`src/rtl/serializer_arbiter.sv`:
```
// serializer_arbiter: round-robin arbiter sharing one parallel-to-serial serializer among N_CH channels.
// Optional PRESENT-phase watchdog with sticky o_err is enabled by defining SER_ARB_WDOG_EN.
module serializer_arbiter #(
   parameter int unsigned N_CH        = 4,
   parameter int unsigned LENGTH      = 24,
   parameter int unsigned WDOG_CYCLES = 256
) (
   input  logic                      i_clk,
   input  logic                      i_rst_n,
   input  logic                      i_en,
   input  logic [N_CH*LENGTH-1:0]    iv_din,
   input  logic [N_CH-1:0]           iv_din_valid,
   output logic [N_CH-1:0]           ov_ack,
   output logic [LENGTH-1:0]         ov_ser_din,
   output logic                      o_ser_din_valid,
   input  logic                      i_ser_ready,
   output logic [$clog2(N_CH)-1:0]   ov_ch_id,
   output logic                      o_busy,
   output logic                      o_err
);

   localparam int unsigned CH_W = $clog2(N_CH);
   localparam int unsigned WD_W = $clog2(WDOG_CYCLES + 1);

   if (N_CH < 2 || WDOG_CYCLES < 1) begin : g_cfg_err
      $error("serializer_arbiter: N_CH must be >= 2 and WDOG_CYCLES >= 1");
   end

   typedef enum logic [1:0] {
      ST_IDLE    = 2'd0,
      ST_PRESENT = 2'd1,
      ST_ACK     = 2'd2
   } state_e;

   state_e              state_q;
   logic [CH_W-1:0]     ptr_q;
   logic [CH_W-1:0]     ch_q;
   logic [LENGTH-1:0]   din_q;
   logic                valid_q;
   logic                busy_q;
   logic [N_CH-1:0]     ack_q;

   logic                found_d;
   logic [CH_W-1:0]     ch_d;
   logic [LENGTH-1:0]   din_d;

   // Round-robin pick: first requesting channel starting just after the last served one.
   always_comb begin
      found_d = 1'b0;
      ch_d    = '0;
      for (int unsigned i = 1; i <= N_CH; i++) begin
         int unsigned cand;
         cand = (32'(ptr_q) + i) % N_CH;
         if (!found_d && iv_din_valid[CH_W'(cand)]) begin
            found_d = 1'b1;
            ch_d    = CH_W'(cand);
         end
      end
      din_d = iv_din[ch_d*LENGTH +: LENGTH];
   end

`ifdef SER_ARB_WDOG_EN
   logic [WD_W-1:0] wd_q;
   logic            err_q;
`endif

   always_ff @(posedge i_clk or negedge i_rst_n) begin
      if (!i_rst_n) begin
         state_q <= ST_IDLE;
         ptr_q   <= CH_W'(N_CH - 1);
         ch_q    <= '0;
         din_q   <= '0;
         valid_q <= 1'b0;
         busy_q  <= 1'b0;
         ack_q   <= '0;
`ifdef SER_ARB_WDOG_EN
         wd_q    <= '0;
         err_q   <= 1'b0;
`endif
      end else if (i_en) begin
         ack_q <= '0;
         case (state_q)
            ST_IDLE: begin
               if (found_d) begin
                  din_q   <= din_d;
                  ch_q    <= ch_d;
                  valid_q <= 1'b1;
                  busy_q  <= 1'b1;
                  state_q <= ST_PRESENT;
`ifdef SER_ARB_WDOG_EN
                  wd_q    <= '0;
`endif
               end
            end
            ST_PRESENT: begin
               // A ready arriving on the limit cycle takes priority over the timeout.
               if (i_ser_ready) begin
                  valid_q <= 1'b0;
                  ack_q   <= N_CH'(1) << ch_q;
                  state_q <= ST_ACK;
               end
`ifdef SER_ARB_WDOG_EN
               else if (wd_q == WD_W'(WDOG_CYCLES - 1)) begin
                  valid_q <= 1'b0;
                  err_q   <= 1'b1;
                  ack_q   <= N_CH'(1) << ch_q;
                  state_q <= ST_ACK;
               end else begin
                  wd_q <= wd_q + WD_W'(1);
               end
`endif
            end
            ST_ACK: begin
               ptr_q   <= ch_q;
               busy_q  <= 1'b0;
               state_q <= ST_IDLE;
            end
            default: state_q <= ST_IDLE;
         endcase
      end
   end

   assign ov_ack          = ack_q;
   assign ov_ser_din      = din_q;
   assign o_ser_din_valid = valid_q;
   assign ov_ch_id        = ch_q;
   assign o_busy          = busy_q;
`ifdef SER_ARB_WDOG_EN
   assign o_err           = err_q;
`else
   assign o_err           = 1'b0;
`endif

endmodule

```
`config.mk`:
```
export PLATFORM = sky130hd
export DESIGN_NAME = serializer_arbiter
export DESIGN_NICKNAME = d
export VERILOG_FILES = /design/src/rtl/serializer_arbiter.sv
export SDC_FILE = /design/constraint.sdc
export NUM_CORES = 1
export LEC_CHECK = 0
export ABC_AREA = 1
export ABC_CLOCK_PERIOD_IN_PS = 2600
export CAP_MARGIN = 25
export CELL_PAD_IN_SITES_DETAIL_PLACEMENT = 0
export CELL_PAD_IN_SITES_GLOBAL_PLACEMENT = 2
export CORE_MARGIN = 2
export CORE_UTILIZATION = 25
export CTS_BUF_LIST = sky130_fd_sc_hd__clkbuf_16
export DETAILED_ROUTE_END_ITERATION = 7
export DONT_BUFFER_PORTS = 1
export GPL_TIMING_DRIVEN = 1
export HOLD_SLACK_MARGIN = 0.05
export PLACE_DENSITY_LB_ADDON = 0.1
export SETUP_SLACK_MARGIN = 0.02
export SYNTH_ARGS = -nofsm -noshare
export SYNTH_HDL_FRONTEND = slang
export SYNTH_SLANG_ARGS = --single-unit
```
`constraint.sdc`:
```
create_clock -name i_clk -period 2.6 [get_ports i_clk]
set_input_delay 0.39 -clock i_clk [delete_from_list [all_inputs] [get_ports i_clk]]
set_output_delay 0.39 -clock i_clk [all_outputs]
set_load 0.02 [all_outputs]
```
==> results of run 1 <==
==> layer usage <==
| layer | part of all wire | track usage | vias to the layer above |
|---|---|---|---|
| li1 | - | - | 1172 |
| met1 | 0.42 | 0.172 | 1050 |
| met2 | 0.49 | 0.235 | 79 |
| met3 | 0.083 | 0.0454 | 6 |
| met4 | 0.0058 | 0.0275 | 0 |
| met5 | 0 | 0 | - |
==> cells by family after synthesis <==
| family | count (synthesis) | share of synthesized area |
|---|---|---|
| AOI/OAI and AO/OA | 34 | 0.124 |
| buffers and inverters | 90 | 0.160 |
| DFF | 36 | 0.337 |
| other | 1 | 0.00140 |
| and+or+nand+nor | 220 | 0.378 |
==> synth_stat cells (all sizes together) (2+ instances only) <==
library cell / count / area, um^2
nand2: 128 / 500
inv: 70 / 265
nand3: 61 / 315
dfrtp: 34 / 851
o211ai: 23 / 273
or2: 22 / 138
buf: 16 / 148
nor2: 8 / 55.1
o21ai: 5 / 25.0
clkbuf: 4 / 16.3
o22ai: 4 / 25.0
a21oi: 2 / 10.0
dfstp: 2 / 52.6
==> power groups by stage <==
stage | Clock [mW] | Sequential, mW | Combinational (mW)
after floorplan | 0 | 1.25 | 2.11
after global placement | 0 | 1.37 | 2.40
after detailed placement | 0 | 1.36 | 2.40
after CTS | 0.593 | 1.35 | 2.43
after global routing | 0.618 | 1.38 | 2.72
final | 0.561 | 1.34 | 2.36
==> worst max-delay path, delay by kind of cell (launching register included) <==
kind                   cells  cell delay (ns)
flip-flops                 1             0.63
AND/OR/NAND/NOR           10             1.08
buffers and inverters      3             0.33
==> final cells by class <==
type	count	area, um^2
well taps	136	170
fillers	1195	7420
clock buffers	5	125
flip-flops and latches	36	903
multi-input cells	255	1360
inverters	70	265
repair buffers	9	120
clock inverters	2	7.51
==> per-stage QoR <==
step	worst slack, ns	util	hold WS [ns]	std cells	total power, mW
2_1_floorplan	0.698	-	0.0944	381	3.36
3_3_place_gp	0.392	0.269	0.0968	504	3.76
3_5_place_dp	0.389	0.269	0.0969	504	3.76
4_1_cts	0.375	0.284	0.207	513	4.38
5_1_grt	0.178	0.284	0.209	513	4.72
6_report	0.413	0.284	0.215	513	4.26
==> worst min path at each step <==
stage / end / depth (start not counted) / slack [ns]
global placement: ov_ack[0] / 0 / 0.1
CTS: ov_ack[3] / 1 / 0.21
floorplan: o_busy / 0 / 0.09
global route: ov_ack[3] / 1 / 0.21
finish: ov_ack[3] / 1 / 0.21
detailed placement: ov_ser_din[21] / 0 / 0.1
==> sequential cells by signal, indices dropped and copies added (netlist names) <==
| register | cells |
|---|---|
| o_busy | 1 |
| o_ser_din_valid | 1 |
| ov_ack | 4 |
| ov_ch_id | 2 |
| ov_ser_din | 24 |
| ptr_q | 2 |
| state_q | 2 |
==> what timing repair did <==
item	CTS	global route
hold buffers	2	0
hold endpoints to repair	36	0
gates resized for setup	0	0
==> impl_results.md, run 1 <==
* Switching share of power at 0.526
* Vias/cell at 4.50
* Router iterations before antenna repair at 4
* Flops & latches, synth at 36
* Crit-path max cell delay at 0.63 ns
* Final instance area at 2950 um^2
* Slowest cell on crit path: dfstp_2
* Gate power share at 0.553
* Synth cell types at 26
* Final Slew Violations at 0
* Post-synth ARST share at 1.00
* Crit Path Max Fanout at 52
* Hold Crit Class: input port to flop
* Reg2Reg Depth at 13
* Reg-to-Reg Start: ptr_q[0]
* Clock group share of total power at 0.132
* GPL Wtd Cong at 0.722
* Switching pwr at 2.24 mW
* IR drop worst, VDD at 0.531 mV
* FMAX at 457 MHz
* Final WL at 7870 um
* Initial core utilization at 0.259
* Core ar. at 10,400 um^2
* Reg power frac at 0.315
* P&R area growth vs syn at 9.84%
* Unrepaired setup endpoints after global routing: no
* Initial antenna violation count at 0
* Req. time, crit path at 2.76 ns
* Fraction of layout cells with a size suffix above 1 at 0.138
* Syn_nets at 485
* CP Cell Sequence: inv_4, nand2_1, nand2_1, nand2_2, nand2_2, inv_1, nand2_1, nand2_1, nand2_4, buf_12, or2_1, nand3_1, nand3_1
* Largest net degree at the start of global routing at 53
* Post-synth EDFFs at 0
* H-tree levels at 2
* Vias in the first global route at 2,415
* Static leakage at 1.50 nW
* Synthesized cell area at 2680 um^2
* DP Wirelength at 6060 um
* CTS tree: built
* Critical path destination: ov_ser_din[12]
* WS Path Type: flop to flop
* Post-synthesis sequential area ratio at 0.337
* Die area at 11,600 um^2
* Clock sinks at 36
* CTS Buf Count at 5
* Post-CTS Setup Bufs at 0
* Period utilization at 0.841
* Nature of the critical path startpoint: flop
* Commonest non-fill, non-tap cells in the layout: 120 x nand2_1, 67 x inv_1, 59 x nand3_1
* Die Y at 108 um
* Clock Path Buffers at 2
* Internal at 2.02 mW
* Port bufs at 0
* Antenna-violating nets left at 0
* Mapped Cells at 381
* # IOs at 137
* Register-to-Register Setup Slack at 0.41 ns
* Clk_lat worst skew at 0.28 ns
* Drt wl/cell at 15.3 um
* DR vias at 2,307
* Clock-pin slew on the worst setup and hold paths at 0.06 ns
* Worst setup startpoint: ptr_q[0]
* Syn. warnings at 0
* Rows at 37
* Avg Inst Size Synth at 7.04 um^2
* DRC viols at 0
* Maximum capacitance violations at 0
* Final nets at 481
* Post-synth top flop: dfrtp_1
* Clock skew at 0.00669 ns
* Final min period at 2.19 ns
* Setup crit end kind: flop
* Post-place instance area at 2790 um^2
* Status: completed
* Critical Path AT at 2.34 ns
* Final setup violation count at 0
* Remaining global-route overflow at 0
* Iteration-0 DRC Markers at 81
* End of the worst register-to-register path: ov_ser_din[12]
* Die width at 108 um
* Setup TNS at 0 ns
* Crit path top cell by count: nand2_1
* Most common cell after layout, fill and taps aside: nand2_1
* Worst Hold Launch: i_en
* P per Cell Area at 1450 nW/um^2
* Tot GR Track Use at 0.138
* Final Hold Fails at 0
* Global-route wire length before repair at 12,500 um
* # diodes at 0
* Clk root buf: clkbuf_16
No activity file was read; power rests on OpenSTA's default activity.
==> run 2: changes to the inputs <==
--- a/config.mk
+++ b/config.mk
@@ -6,7 +6,7 @@
 export NUM_CORES = 1
 export LEC_CHECK = 0
 export ABC_AREA = 1
-export ABC_CLOCK_PERIOD_IN_PS = 2600
+export ABC_CLOCK_PERIOD_IN_PS = 1800
 export CAP_MARGIN = 25
 export CELL_PAD_IN_SITES_DETAIL_PLACEMENT = 0
 export CELL_PAD_IN_SITES_GLOBAL_PLACEMENT = 2
==> constraint.sdc (replaced) <==
create_clock -name i_clk -period 1.8 [get_ports i_clk]
set_input_delay 0.27 -clock i_clk [delete_from_list [all_inputs] [get_ports i_clk]]
set_output_delay 0.27 -clock i_clk [all_outputs]
set_load 0.02 [all_outputs]
==> run 2 against run 1 <==
  * The flow now finishes with violations (negative setup slack)
  * Non-clock buffer count grew 32
  * Core utilization rose by 4.6 points
  * Clock-buffer cell count is the same
  * Fmax up 6.8%
  * Via count up 6.7%
  * Sequential power grew 43%
  * Global-route usage grew 0.37 points
  * Die area is the same
  * Combinational power increased by 120%
  * Wire length grew 4.5%
  * Critical path type unchanged
  * Critical endpoint is now ov_ser_din[2]
  * Largest cell class unchanged
  * Highest routed layer unchanged
==> impl_results.md, run 2 (synthesis results as in run 1) <==
* Slowest cell on crit path: dfstp_2
* Die area at 11,600 um^2
* Crit path top cell by count: nand2_2
* Fraction of layout cells with a size suffix above 1 at 0.254
* Cells after DPL at 525
* Final setup violation count at 30
* WS Path Type: flop to flop
* Reg power frac at 0.245
* Switching pwr at 3.68 mW
* Vias/cell at 4.51
* Status: finished, violations left
* Iteration-0 DRC Markers at 85
* CP top delay family: simple AND/OR/NAND/NOR gates
* Die width at 108 um
* DRC viols at 0
* Initial antenna violation count at 1
* DP Wirelength at 6060 um
* Internal at 4.13 mW
* Max reg flops at 24
* CTS tree: built
* Sequential Area at 903 um^2
* P per Cell Area at 2280 nW/um^2
* Remaining global-route overflow at 0
* Multi-input gate area at 1450 um^2
* CP Cell Sequence: buf_12, inv_8, nand2_2, nand2_1, nand2_2, nand2_2, nor2_4, nand3_2, nand2_4, nand2_8, buf_12, or2_1, nand3_1, nand3_1
* IR drop worst, VDD at 1.02 mV
* Drt wl/cell at 15.1 um
* Port bufs at 0
* Final Hold Fails at 0
* Final nets at 513
* DR vias at 2,461
* Most common cell after layout, fill and taps aside: nand2_1
* FMAX at 488 MHz
* Setup TNS at -5.88 ns
* Period utilization at 1.14
* Static leakage at 1.72 nW
* Commonest non-fill, non-tap cells in the layout: 105 x nand2_1, 66 x inv_1, 57 x nand3_1
* Nature of the critical path startpoint: flop
* Largest net degree at the start of global routing at 37
* Global-route wire length before repair at 12,900 um
* Router iterations before antenna repair at 4
* WP buf/inv at 3
* Initial core utilization at 0.259
* GPL Wtd Cong at 0.766
* Req. time, crit path at 1.96 ns
* Clk root buf: clkbuf_16
* CTS Buf Count at 5
* # IOs at 137
* Tot GR Track Use at 0.142
* Crit Path Max Fanout at 19
* Critical Path AT at 2.21 ns
* Post-layout util at 0.330
* Finished Layout Cells at 546
* Clock Path Buffers at 2
* Final min period at 2.05 ns
* Unrepaired setup endpoints after global routing: yes
* Failing checks: negative setup slack
* Layout filler cell count at 1,176
* Final WL at 8220 um
* Switching share of power at 0.471
* Clk_lat worst skew at 0.28 ns
* Crit-path max cell delay at 0.55 ns
* H-tree levels at 2
* Setup ws final at -0.249 ns
* Pwr Total at 7.81 mW
* Clock sinks at 36
* Vias in the first global route at 2,423
* Setup crit end kind: flop
* Rows at 37
* Antenna-violating nets left at 0
* P&R area growth vs syn at 27.6%
* Maximum capacitance violations at 0
* Hold Crit Class: input port to flop
* Gate power share at 0.650
* Clock skew at 0.00778 ns
* Clock-pin slew on the worst setup and hold paths at 0.06 ns
* Final Slew Violations at 0
* Die Y at 108 um
* Core ar. at 10,400 um^2
* Clock group share of total power at 0.105
## run 2: final timing paths
| path | startpoint | to | slack (ns) | cells after the start |
|---|---|---|---|---|
| worst max-delay path | ptr_q[0] | ov_ser_din[2] | -0.25 | 14 |
| worst min-delay path | i_en | ov_ack[1] | 0.10 | 1 |
| worst max register to register | ptr_q[0] | ov_ser_din[2] | -0.25 | 14 |
| worst min register to register | state_q[0] | state_q[0] | 0.50 | 2 |
| max in group asynchronous | i_rst_n | ptr_q[0] | 1.06 | 2 |
| min in group asynchronous | i_rst_n | ov_ser_din[6] | 0.48 | 2 |
## run 2: area by class of cell
type | instances | area share
Clock inverter | 2 | 0.00219
Inverter | 70 | 0.0789
Sequential cell | 36 | 0.264
Antenna cell | 1 | 0.000731
Clock buffer | 5 | 0.0365
Tap cell | 136 | 0.0497
Timing Repair Buffer | 41 | 0.146
Multi-Input combinational cell | 255 | 0.422
## run 2: repair_timing
item                       4_1_cts  5_1_grt
setup endpoints to repair       29       30
hold buffers                     2        0
hold endpoints to repair        36        0
resized for setup               24       13
cloned                           1        2
buffers inserted                 4        4
pin swaps                        2        7
## run 2: per-layer routing
layer  track usage  routed length, um
met5             0                  0
met4        0.0375                104
met3        0.0502                672
met2         0.227               3900
met1         0.182               3540
## run 2: power by group through the flow
stage	logic (mW)	registers, mW	clock network [mW]
floorplan	3.06	1.81	0
global placement	4.10	1.97	0
detailed placement	4.11	1.96	0
CTS	4.64	1.93	0.851
global route	5.68	1.97	0.890
finish	5.08	1.92	0.817
## run 2: through the flow
stage | worst slack (ns) | hold slack, ns | area [um^2]
CTS | -0.233 | 0.0936 | 3300
floorplan | -0.0942 | -0.0256 | 2690
global route | -0.383 | 0.0898 | 3420
detailed placement | -0.284 | -0.0233 | 3000
global placement | -0.295 | -0.0237 | 3000
finish | -0.249 | 0.102 | 3420
==> run 3: changes to the inputs <==
--- a/config.mk
+++ b/config.mk
@@ -7,7 +7,6 @@
 export LEC_CHECK = 0
 export ABC_AREA = 1
 export ABC_CLOCK_PERIOD_IN_PS = 1800
-export CAP_MARGIN = 25
 export CELL_PAD_IN_SITES_DETAIL_PLACEMENT = 0
 export CELL_PAD_IN_SITES_GLOBAL_PLACEMENT = 2
 export CORE_MARGIN = 2
==> results of run 3 <==
Same layout as run 2: the final DEF is identical, and so are final timing and power.
